--- config.mk ---
export PLATFORM = sky130hd
export DESIGN_NAME = discr_scaler_ctrl
export DESIGN_NICKNAME = d
export VERILOG_FILES = /design/src/rtl/discr_scaler_ctrl.sv
export SDC_FILE = /design/constraint.sdc
export NUM_CORES = 1
export LEC_CHECK = 0
export CAP_MARGIN = 20
export CORE_MARGIN = 1
export CORE_UTILIZATION = 55
export DETAILED_ROUTE_END_ITERATION = 10
export GPL_TIMING_DRIVEN = 0
export PLACE_DENSITY_LB_ADDON = 0.1
export RECOVER_POWER = 50
export SYNTH_ARGS = -nofsm -noshare
export SYNTH_HDL_FRONTEND = slang
export SYNTH_SLANG_ARGS = --single-unit
--- constraint.sdc ---
create_clock -name clk -period 5.9 [get_ports clk]
set_input_delay 1.18 -clock clk [delete_from_list [all_inputs] [get_ports clk]]
set_output_delay 1.18 -clock clk [all_outputs]
set_load 0.005 [all_outputs]
--- src/rtl/discr_scaler_ctrl.sv ---
// Gate-window controller for the discriminator scaler: schedules the inhibit length,
// counts accepted rising edges per window and hands results over a valid/ack pair.
// Optional running total enabled by defining DISCR_SCALER_TOTAL_EN.
module discr_scaler_ctrl #(
  parameter int P_N_WIDTH      = 32,
  parameter int P_PERIOD_WIDTH = 32,
  parameter int P_CNT_WIDTH    = 24
) (
  input  logic                      clk,
  input  logic                      rst_n,
`ifdef DISCR_SCALER_TOTAL_EN
  input  logic                      total_clr,
  output logic [47:0]               total_cnt,
`endif
  input  logic                      cfg_en,
  input  logic                      cfg_wr,
  input  logic [P_PERIOD_WIDTH-1:0] cfg_period,
  input  logic [P_N_WIDTH-1:0]      cfg_inhibit_len,
  output logic                      cfg_pending,
  output logic [P_N_WIDTH-1:0]      inhibit_len,
  input  logic [7:0]                gen_bits,
  input  logic [7:0]                gen_inhibit,
  output logic                      busy,
  output logic [P_CNT_WIDTH-1:0]    cnt_out,
  output logic                      cnt_valid,
  output logic                      cnt_sat,
  output logic                      cnt_overrun,
  input  logic                      rd_ack
);

  typedef enum logic [1:0] {S_IDLE, S_SETTLE, S_COUNT} state_t;

  state_t                    state_q, state_d;
  logic [1:0]                settle_q, settle_d;
  logic [P_PERIOD_WIDTH-1:0] win_q, win_d, per_q, per_d, pper_q, pper_d;
  logic [P_N_WIDTH-1:0]      inh_q, inh_d, pinh_q, pinh_d;
  logic                      pend_q, pend_d;
  logic                      prev7_q, prev7_d;
  logic [P_CNT_WIDTH-1:0]    acc_q, acc_d, cnt_out_q, cnt_out_d;
  logic                      sat_q, sat_d;
  logic                      cnt_valid_q, cnt_valid_d;
  logic                      cnt_sat_q, cnt_sat_d;
  logic                      cnt_overrun_q, cnt_overrun_d;

  logic [7:0]                acc_bits;
  logic [3:0]                pop;
  logic [P_CNT_WIDTH+3:0]    sum_ext;
  logic                      sum_ovf;
  logic [P_CNT_WIDTH-1:0]    sum_sat;
  logic                      win_end;
  logic                      apply;

  // Bit i is an edge when it is high and the sample just before it (bit i-1,
  // or last cycle's bit 7 for bit 0) was low.
  assign acc_bits = gen_bits & ~{gen_bits[6:0], prev7_q} & ~gen_inhibit;

  always_comb begin
    pop = '0;
    for (int i = 0; i < 8; i++) pop = pop + 4'(acc_bits[i]);
  end

  assign sum_ext = (P_CNT_WIDTH+4)'(acc_q) + (P_CNT_WIDTH+4)'(pop);
  assign sum_ovf = |sum_ext[P_CNT_WIDTH+3:P_CNT_WIDTH];
  assign sum_sat = sum_ovf ? '1 : sum_ext[P_CNT_WIDTH-1:0];

  always_comb begin
    // NOTE: every signal written here gets a default first so no latch is inferred.
    state_d       = state_q;
    settle_d      = settle_q;
    win_d         = win_q;
    per_d         = per_q;
    pper_d        = pper_q;
    inh_d         = inh_q;
    pinh_d        = pinh_q;
    pend_d        = pend_q;
    prev7_d       = gen_bits[7];
    acc_d         = acc_q;
    sat_d         = sat_q;
    cnt_out_d     = cnt_out_q;
    cnt_valid_d   = cnt_valid_q;
    cnt_sat_d     = cnt_sat_q;
    cnt_overrun_d = cnt_overrun_q;
    win_end       = 1'b0;
    apply         = 1'b0;

    if (rd_ack && cnt_valid_q) begin
      cnt_valid_d   = 1'b0;
      cnt_overrun_d = 1'b0;
    end

    case (state_q)
      S_IDLE: begin
        acc_d = '0;
        sat_d = 1'b0;
        apply = pend_q;
        if (cfg_en && ((pend_q ? pper_q : per_q) != '0)) begin
          state_d  = S_SETTLE;
          settle_d = 2'd2;
        end
      end
      S_SETTLE: begin
        if (!cfg_en) begin
          state_d = S_IDLE;
        end else if (settle_q == 2'd0) begin
          state_d = S_COUNT;
          acc_d   = '0;
          sat_d   = 1'b0;
          win_d   = per_q - P_PERIOD_WIDTH'(1);
        end else begin
          settle_d = settle_q - 2'd1;
        end
      end
      S_COUNT: begin
        if (!cfg_en) begin
          state_d = S_IDLE;
        end else if (win_q == '0) begin
          win_end = 1'b1;
          acc_d   = '0;
          sat_d   = 1'b0;
          if (pend_q) begin
            apply = 1'b1;
            if (pper_q != '0) begin
              state_d  = S_SETTLE;
              settle_d = 2'd2;
            end else begin
              state_d = S_IDLE;
            end
          end else begin
            win_d = per_q - P_PERIOD_WIDTH'(1);
          end
        end else begin
          win_d = win_q - P_PERIOD_WIDTH'(1);
          acc_d = sum_sat;
          sat_d = sat_q | sum_ovf;
        end
      end
      default: state_d = S_IDLE;
    endcase

    // A read acknowledged in the same cycle as a window end retires the old
    // result, so the new one is not an overrun.
    if (win_end) begin
      cnt_out_d     = sum_sat;
      cnt_sat_d     = sat_q | sum_ovf;
      cnt_valid_d   = 1'b1;
      cnt_overrun_d = rd_ack ? 1'b0 : (cnt_overrun_q | cnt_valid_q);
    end

    if (apply) begin
      per_d  = pper_q;
      inh_d  = pinh_q;
      pend_d = 1'b0;
    end

    if (cfg_wr) begin
      pend_d = 1'b1;
      pper_d = cfg_period;
      pinh_d = cfg_inhibit_len;
    end
  end

  always_ff @(posedge clk or negedge rst_n) begin
    if (!rst_n) begin
      state_q       <= S_IDLE;
      settle_q      <= '0;
      win_q         <= '0;
      per_q         <= '0;
      pper_q        <= '0;
      inh_q         <= '0;
      pinh_q        <= '0;
      pend_q        <= 1'b0;
      prev7_q       <= 1'b0;
      acc_q         <= '0;
      sat_q         <= 1'b0;
      cnt_out_q     <= '0;
      cnt_valid_q   <= 1'b0;
      cnt_sat_q     <= 1'b0;
      cnt_overrun_q <= 1'b0;
    end else begin
      // NOTE: non-blocking assignments so every flop samples pre-edge values.
      state_q       <= state_d;
      settle_q      <= settle_d;
      win_q         <= win_d;
      per_q         <= per_d;
      pper_q        <= pper_d;
      inh_q         <= inh_d;
      pinh_q        <= pinh_d;
      pend_q        <= pend_d;
      prev7_q       <= prev7_d;
      acc_q         <= acc_d;
      sat_q         <= sat_d;
      cnt_out_q     <= cnt_out_d;
      cnt_valid_q   <= cnt_valid_d;
      cnt_sat_q     <= cnt_sat_d;
      cnt_overrun_q <= cnt_overrun_d;
    end
  end

`ifdef DISCR_SCALER_TOTAL_EN
  logic [47:0] total_q, total_d;

  always_comb begin
    total_d = total_q;
    if (total_clr)    total_d = win_end ? 48'(cnt_out_d) : '0;
    else if (win_end) total_d = total_q + 48'(cnt_out_d);
  end

  always_ff @(posedge clk or negedge rst_n) begin
    if (!rst_n) total_q <= '0;
    else        total_q <= total_d;
  end

  assign total_cnt = total_q;
`endif

  assign cfg_pending = pend_q;
  assign inhibit_len = inh_q;
  assign busy        = (state_q != S_IDLE);
  assign cnt_out     = cnt_out_q;
  assign cnt_valid   = cnt_valid_q;
  assign cnt_sat     = cnt_sat_q;
  assign cnt_overrun = cnt_overrun_q;

endmodule

==> impl_metrics.prom <==
# TYPE chip_impl_metric gauge
chip_impl_metric{name="fp-row-count",unit=""} 50
chip_impl_metric{name="yosysTopAreaCellShare",unit=""} 0.505
chip_impl_metric{name="number_of_global_route_vias_before_repair",unit=""} 8457
chip_impl_metric{name="timing.setup.tns",unit="ps"} 0
chip_impl_metric{name="route.detailed.drc",unit=""} 0
chip_impl_metric{name="drt_iter0_drc",unit=""} 653
chip_impl_metric{name="clock-sinks",unit=""} 218
chip_impl_metric{name="cts_max_path_buffers",unit=""} 3
chip_impl_metric{name="synth-edff-count",unit=""} 0
chip_impl_metric{name="fp.dieArea",unit="µm²"} 20200
chip_impl_info{name="yosysTopAreaCell",value="sky130_fd_sc_hd__dfrtp_1"} 1
chip_impl_metric{name="first_pass_grt_wire_length",unit="µm"} 44400
chip_impl_metric{name="global_route_usage_sum",unit=""} 0.279
chip_impl_metric{name="max_freq",unit="MHz"} 179
chip_impl_metric{name="ys_ff_latch",unit=""} 218
chip_impl_metric{name="syn_area",unit="µm²"} 10800
chip_impl_metric{name="area.growth.synth_to_final",unit="%"} 23.9
chip_impl_info{name="tritoncts",value="done"} 1
chip_impl_metric{name="initial_utilization",unit=""} 0.570
chip_impl_info{name="endpoint_kind",value="flip-flop"} 1
chip_impl_info{name="cpMaxStageDelayCell",value="sky130_fd_sc_hd__fa_1"} 1
chip_impl_info{name="yosys-top-cells-area",value="sky130_fd_sc_hd__dfrtp_1 51%, sky130_fd_sc_hd__mux2_2 8.3%, sky130_fd_sc_hd__mux2_1 5.1%"} 1
chip_impl_metric{name="netlist-cell-type-count",unit=""} 71
chip_impl_metric{name="fin_ws",unit="ps"} 319
chip_impl_metric{name="timing.max_cap.violations",unit=""} 2
chip_impl_metric{name="cp_data_required_time",unit="ps"} 6320
chip_impl_metric{name="detailed_place_hpwl",unit="µm"} 19000
chip_impl_info{name="failed_checks",value="max-capacitance violations, max-slew violations"} 1
chip_impl_metric{name="detail-route-antenna-nets",unit=""} 0
chip_impl_metric{name="final-max-slew-violation-count",unit=""} 221
chip_impl_metric{name="wl_final",unit="µm"} 26700
chip_impl_info{name="cpLargestDelayFamily",value="adder cells"} 1
chip_impl_metric{name="vias_after_detailed_routing",unit=""} 8516
chip_impl_metric{name="leakage_power",unit="µW"} 0.00545
chip_impl_metric{name="final_hold_viol_count",unit=""} 0
chip_impl_metric{name="detailedRoute.firstPassIterationCount",unit=""} 5
chip_impl_metric{name="seq_power_share",unit=""} 0.378
chip_impl_metric{name="cts_inserted_buffers",unit=""} 25
chip_impl_info{name="critical-path-top-cell-by-count",value="sky130_fd_sc_hd__fa_1"} 1
chip_impl_metric{name="cpPeakStageDelay",unit="ps"} 500
chip_impl_info{name="cts_root_buffer",value="sky130_fd_sc_hd__clkbuf_16"} 1
chip_impl_metric{name="worstPathArrival",unit="ps"} 6000
chip_impl_metric{name="drive_gt1_frac",unit=""} 0.149
chip_impl_metric{name="largest_net_degree_at_the_start_of_global_routing",unit=""} 126
chip_impl_metric{name="die_width",unit="µm"} 142
chip_impl_metric{name="clk_latency",unit="ps"} 540
chip_impl_metric{name="wl_per_cell",unit="µm"} 18.5
chip_impl_metric{name="die_y",unit="µm"} 142
chip_impl_metric{name="setup_viol",unit=""} 0
chip_impl_metric{name="synth_seq_area_share",unit=""} 0.505
chip_impl_metric{name="power_frac_clock",unit=""} 0.248
chip_impl_info{name="cp_class",value="in -> reg"} 1
chip_impl_info{name="grt_setup_unrepaired",value="no"} 1
chip_impl_metric{name="core-area",unit="µm²"} 19000
chip_impl_metric{name="clock-skew-final",unit="ps"} 13.0
chip_impl_metric{name="min_period_over_period",unit=""} 0.946
chip_impl_metric{name="combPwrFrac",unit=""} 0.374
chip_impl_metric{name="place_congestion",unit=""} 0.912
chip_impl_metric{name="power.density_cell_area",unit="nW/µm²"} 454
chip_impl_metric{name="worst-slew-pin-transition",unit="ps"} 2430
chip_impl_metric{name="cp.buffers_inverters",unit=""} 5
chip_impl_metric{name="design_power_total",unit="µW"} 6070
chip_impl_metric{name="worst-path-max-fanout",unit=""} 10
chip_impl_metric{name="ys.warnings.count",unit=""} 0
chip_impl_metric{name="via_per_inst",unit=""} 5.91
chip_impl_metric{name="finalHoldWorstSlack",unit="ps"} 481
chip_impl_metric{name="timing.slew.headroom",unit=""} -0.618
chip_impl_info{name="worstSetupStartpointType",value="input pin"} 1
chip_impl_metric{name="post_synth_net_total",unit=""} 1092
chip_impl_metric{name="h-tree-depth",unit=""} 1
chip_impl_metric{name="pre_cts_slack",unit="ps"} -376
chip_impl_metric{name="antennaDiodeCount",unit=""} 0
chip_impl_metric{name="syn_inst",unit=""} 992
chip_impl_metric{name="syn_area_per_cell",unit="µm²"} 10.9
chip_impl_metric{name="peakVddDrop",unit="mV"} 0.286
chip_impl_metric{name="fill_cells",unit=""} 1449
chip_impl_metric{name="timing.final.crit_period",unit="ps"} 5580
chip_impl_metric{name="place_inst",unit=""} 1396
chip_impl_metric{name="switching_component_of_the_power",unit="µW"} 2190
chip_impl_metric{name="final-instance-count-excl-fill",unit=""} 1442
chip_impl_metric{name="global_route.overflow_total",unit=""} 0
chip_impl_metric{name="switching_share",unit=""} 0.362
chip_impl_metric{name="intPower",unit="µW"} 3870
chip_impl_info{name="hp-class",value="reg -> reg"} 1
chip_impl_metric{name="num-nets-final",unit=""} 1263
chip_impl_metric{name="design.portCount",unit=""} 146
chip_impl_metric{name="synth-async-reset-ratio",unit=""} 1.00
chip_impl_metric{name="io_buffers",unit=""} 143
chip_impl_info{name="synth_ff_type",value="sky130_fd_sc_hd__dfrtp_1"} 1
chip_impl_metric{name="antenna_found_initial",unit=""} 0
chip_impl_metric{name="worst_setup_hold_path_clk_slew",unit="ps"} 60
chip_impl_info{name="worstPathCellList",value="clkdlybuf4s50_1, nor3b_1, fa_1, inv_1, fa_1, inv_1, fa_1, fa_1, fa_1, a21o_1, a21o_1, clkbuf_1, nand3b_1, clkbuf_1, nand3_1, a21oi_1, nor2_1"} 1
chip_impl_metric{name="postCtsSetupBuffers",unit=""} 0
chip_impl_info{name="result_of_the_run",value="finished with violations"} 1
-- cells by family after synthesis --
kind of cell | Yosys count | share of synthesized area
adders and majority gates | 15 | 0.0209
DFF | 218 | 0.505
xor gates and xnor gates | 42 | 0.0341
and+or+nand+nor | 309 | 0.149
AOI/OAI and AO/OA | 191 | 0.110
buffers and inverters | 77 | 0.0364
muxes | 140 | 0.145
-- path summary, 6_finish.rpt --
| kind | start | endpoint | slack, ps | depth (start not counted) |
|---|---|---|---|---|
| setup reg to reg | prev7_q | acc_q[15] | 1060 | 16 |
| max in group asynchronous | rst_n | pinh_q[2] | 1660 | 2 |
| hold / removal | inhibit_len[7] | inhibit_len[7] | 480 | 1 |
| hold reg to reg | inhibit_len[7] | inhibit_len[7] | 480 | 1 |
| min in group asynchronous | rst_n | win_q[13] | 1350 | 1 |
| setup / recovery | gen_bits[0] | acc_q[15] | 320 | 17 |
-- placed cells by master (no fill, tap or decap), types with 5 or more instances in the layout --
cell / synthesis / final
sky130_fd_sc_hd__inv_1: 19 / 19
sky130_fd_sc_hd__mux2_1: 49 / 49
sky130_fd_sc_hd__xor2_1: 21 / 21
sky130_fd_sc_hd__clkdlybuf4s50_1: 0 / 141
sky130_fd_sc_hd__nor2_1: 79 / 79
sky130_fd_sc_hd__dfrtp_1: 218 / 218
sky130_fd_sc_hd__or3_1: 6 / 6
sky130_fd_sc_hd__a2bb2oi_1: 7 / 7
sky130_fd_sc_hd__nand2_1: 67 / 67
sky130_fd_sc_hd__clkbuf_1: 31 / 32
sky130_fd_sc_hd__nor3_1: 29 / 29
sky130_fd_sc_hd__nor3b_1: 7 / 7
sky130_fd_sc_hd__and3_1: 7 / 7
sky130_fd_sc_hd__fa_1: 5 / 5
sky130_fd_sc_hd__nor4_1: 28 / 27
sky130_fd_sc_hd__buf_6: 9 / 9
sky130_fd_sc_hd__nand4_1: 15 / 15
sky130_fd_sc_hd__a21oi_1: 62 / 62
sky130_fd_sc_hd__or2_2: 5 / 5
sky130_fd_sc_hd__o221ai_1: 5 / 5
sky130_fd_sc_hd__ha_1: 10 / 10
sky130_fd_sc_hd__o2bb2ai_1: 8 / 8
sky130_fd_sc_hd__nand3_1: 31 / 31
sky130_fd_sc_hd__a211oi_1: 6 / 6
sky130_fd_sc_hd__a31oi_1: 6 / 6
sky130_fd_sc_hd__a21o_1: 6 / 6
sky130_fd_sc_hd__buf_2: 13 / 13
sky130_fd_sc_hd__mux2i_1: 11 / 11
sky130_fd_sc_hd__nor2b_1: 5 / 5
sky130_fd_sc_hd__xnor2_1: 21 / 21
sky130_fd_sc_hd__clkinv_2: 0 / 10
sky130_fd_sc_hd__clkbuf_16: 0 / 25
sky130_fd_sc_hd__mux2_2: 80 / 80
sky130_fd_sc_hd__o31ai_1: 9 / 9
sky130_fd_sc_hd__o21ai_0: 53 / 53
sky130_fd_sc_hd__nor4_2: 4 / 5
-- final cells by class --
class	count	area, µm²	share of cell area
Multi-Input combinational cell	697	4960	0.371
Clock buffer	31	688	0.0515
Inverter	20	75.1	0.00561
Sequential cell	218	5460	0.408
Clock inverter	15	123	0.00917
Tap cell	260	325	0.0243
Buffer	57	319	0.0239
Timing Repair Buffer	144	1430	0.107
-- flip-flops by register name, summed over array words and instances, names as in the netlist, 2 cells and up --
| signal | count |
|---|---|
| inhibit_len | 32 |
| per_q | 32 |
| pinh_q | 32 |
| pper_q | 32 |
| win_q | 32 |
| acc_q | 24 |
| cnt_out | 24 |
| settle_q | 2 |
| state_q | 2 |
-- synth_stat cells (15+ instances only) --
cell type and number:
sky130_fd_sc_hd__nor3_1 29, sky130_fd_sc_hd__nand4_1 15, sky130_fd_sc_hd__nor4_1 28, sky130_fd_sc_hd__dfrtp_1 218, sky130_fd_sc_hd__o21ai_0 53, sky130_fd_sc_hd__nand3_1 31, sky130_fd_sc_hd__clkbuf_1 31, sky130_fd_sc_hd__nor2_1 79
sky130_fd_sc_hd__xnor2_1 21, sky130_fd_sc_hd__mux2_2 80, sky130_fd_sc_hd__a21oi_1 62, sky130_fd_sc_hd__nand2_1 67, sky130_fd_sc_hd__inv_1 19, sky130_fd_sc_hd__xor2_1 21, sky130_fd_sc_hd__mux2_1 49
-- power by group through the flow --
| stage | Combinational (µW) | Sequential, µW | Clock (µW) |
|---|---|---|---|
| 4_1_cts | 2270 | 2280 | 1530 |
| 6_report | 2270 | 2290 | 1510 |
| 3_5_place_dp | 2260 | 2300 | 0 |
| 3_3_place_gp | 2200 | 2280 | 0 |
| 5_1_grt | 2480 | 2350 | 1590 |
| 2_1_floorplan | 1470 | 2210 | 0 |
-- worst register-to-register path: stages, from the launching register on --
cell and delay, ps:
sky130_fd_sc_hd__dfrtp_1 360, sky130_fd_sc_hd__nor3b_1 360, sky130_fd_sc_hd__fa_1 490, sky130_fd_sc_hd__inv_1 90, sky130_fd_sc_hd__fa_1 380, sky130_fd_sc_hd__inv_1 90, sky130_fd_sc_hd__fa_1 420, sky130_fd_sc_hd__fa_1 500
sky130_fd_sc_hd__fa_1 420, sky130_fd_sc_hd__a21o_1 210, sky130_fd_sc_hd__a21o_1 170, sky130_fd_sc_hd__clkbuf_1 230, sky130_fd_sc_hd__nand3b_1 190, sky130_fd_sc_hd__clkbuf_1 430, sky130_fd_sc_hd__nand3_1 150, sky130_fd_sc_hd__a21oi_1 190
sky130_fd_sc_hd__nor2_1 70
-- timing repair --
item | in CTS | in global routing
hold buffers | 0 | 0
endpoints found under the setup margin | 0 | 13
resized for setup | 0 | 3
-- layer usage --
layer  share of wire  routed length (µm)  up-vias  global-route usage
met5               0                   0        -                   0
met4           0.022                 587        0              0.0821
met3           0.086                2290       44              0.0723
met2            0.45               12000      316               0.429
met1            0.44               11900     4203               0.390
li1                -                   -     3953                   -
-- per-stage QoR --
step,utilization,area (µm²)
6_report,0.706,13400
5_1_grt,0.706,13400
4_1_cts,0.707,13400
3_5_place_dp,0.664,12600
3_3_place_gp,0.662,12600
2_1_floorplan,-,10800
Power figures use the tool's default switching activity.
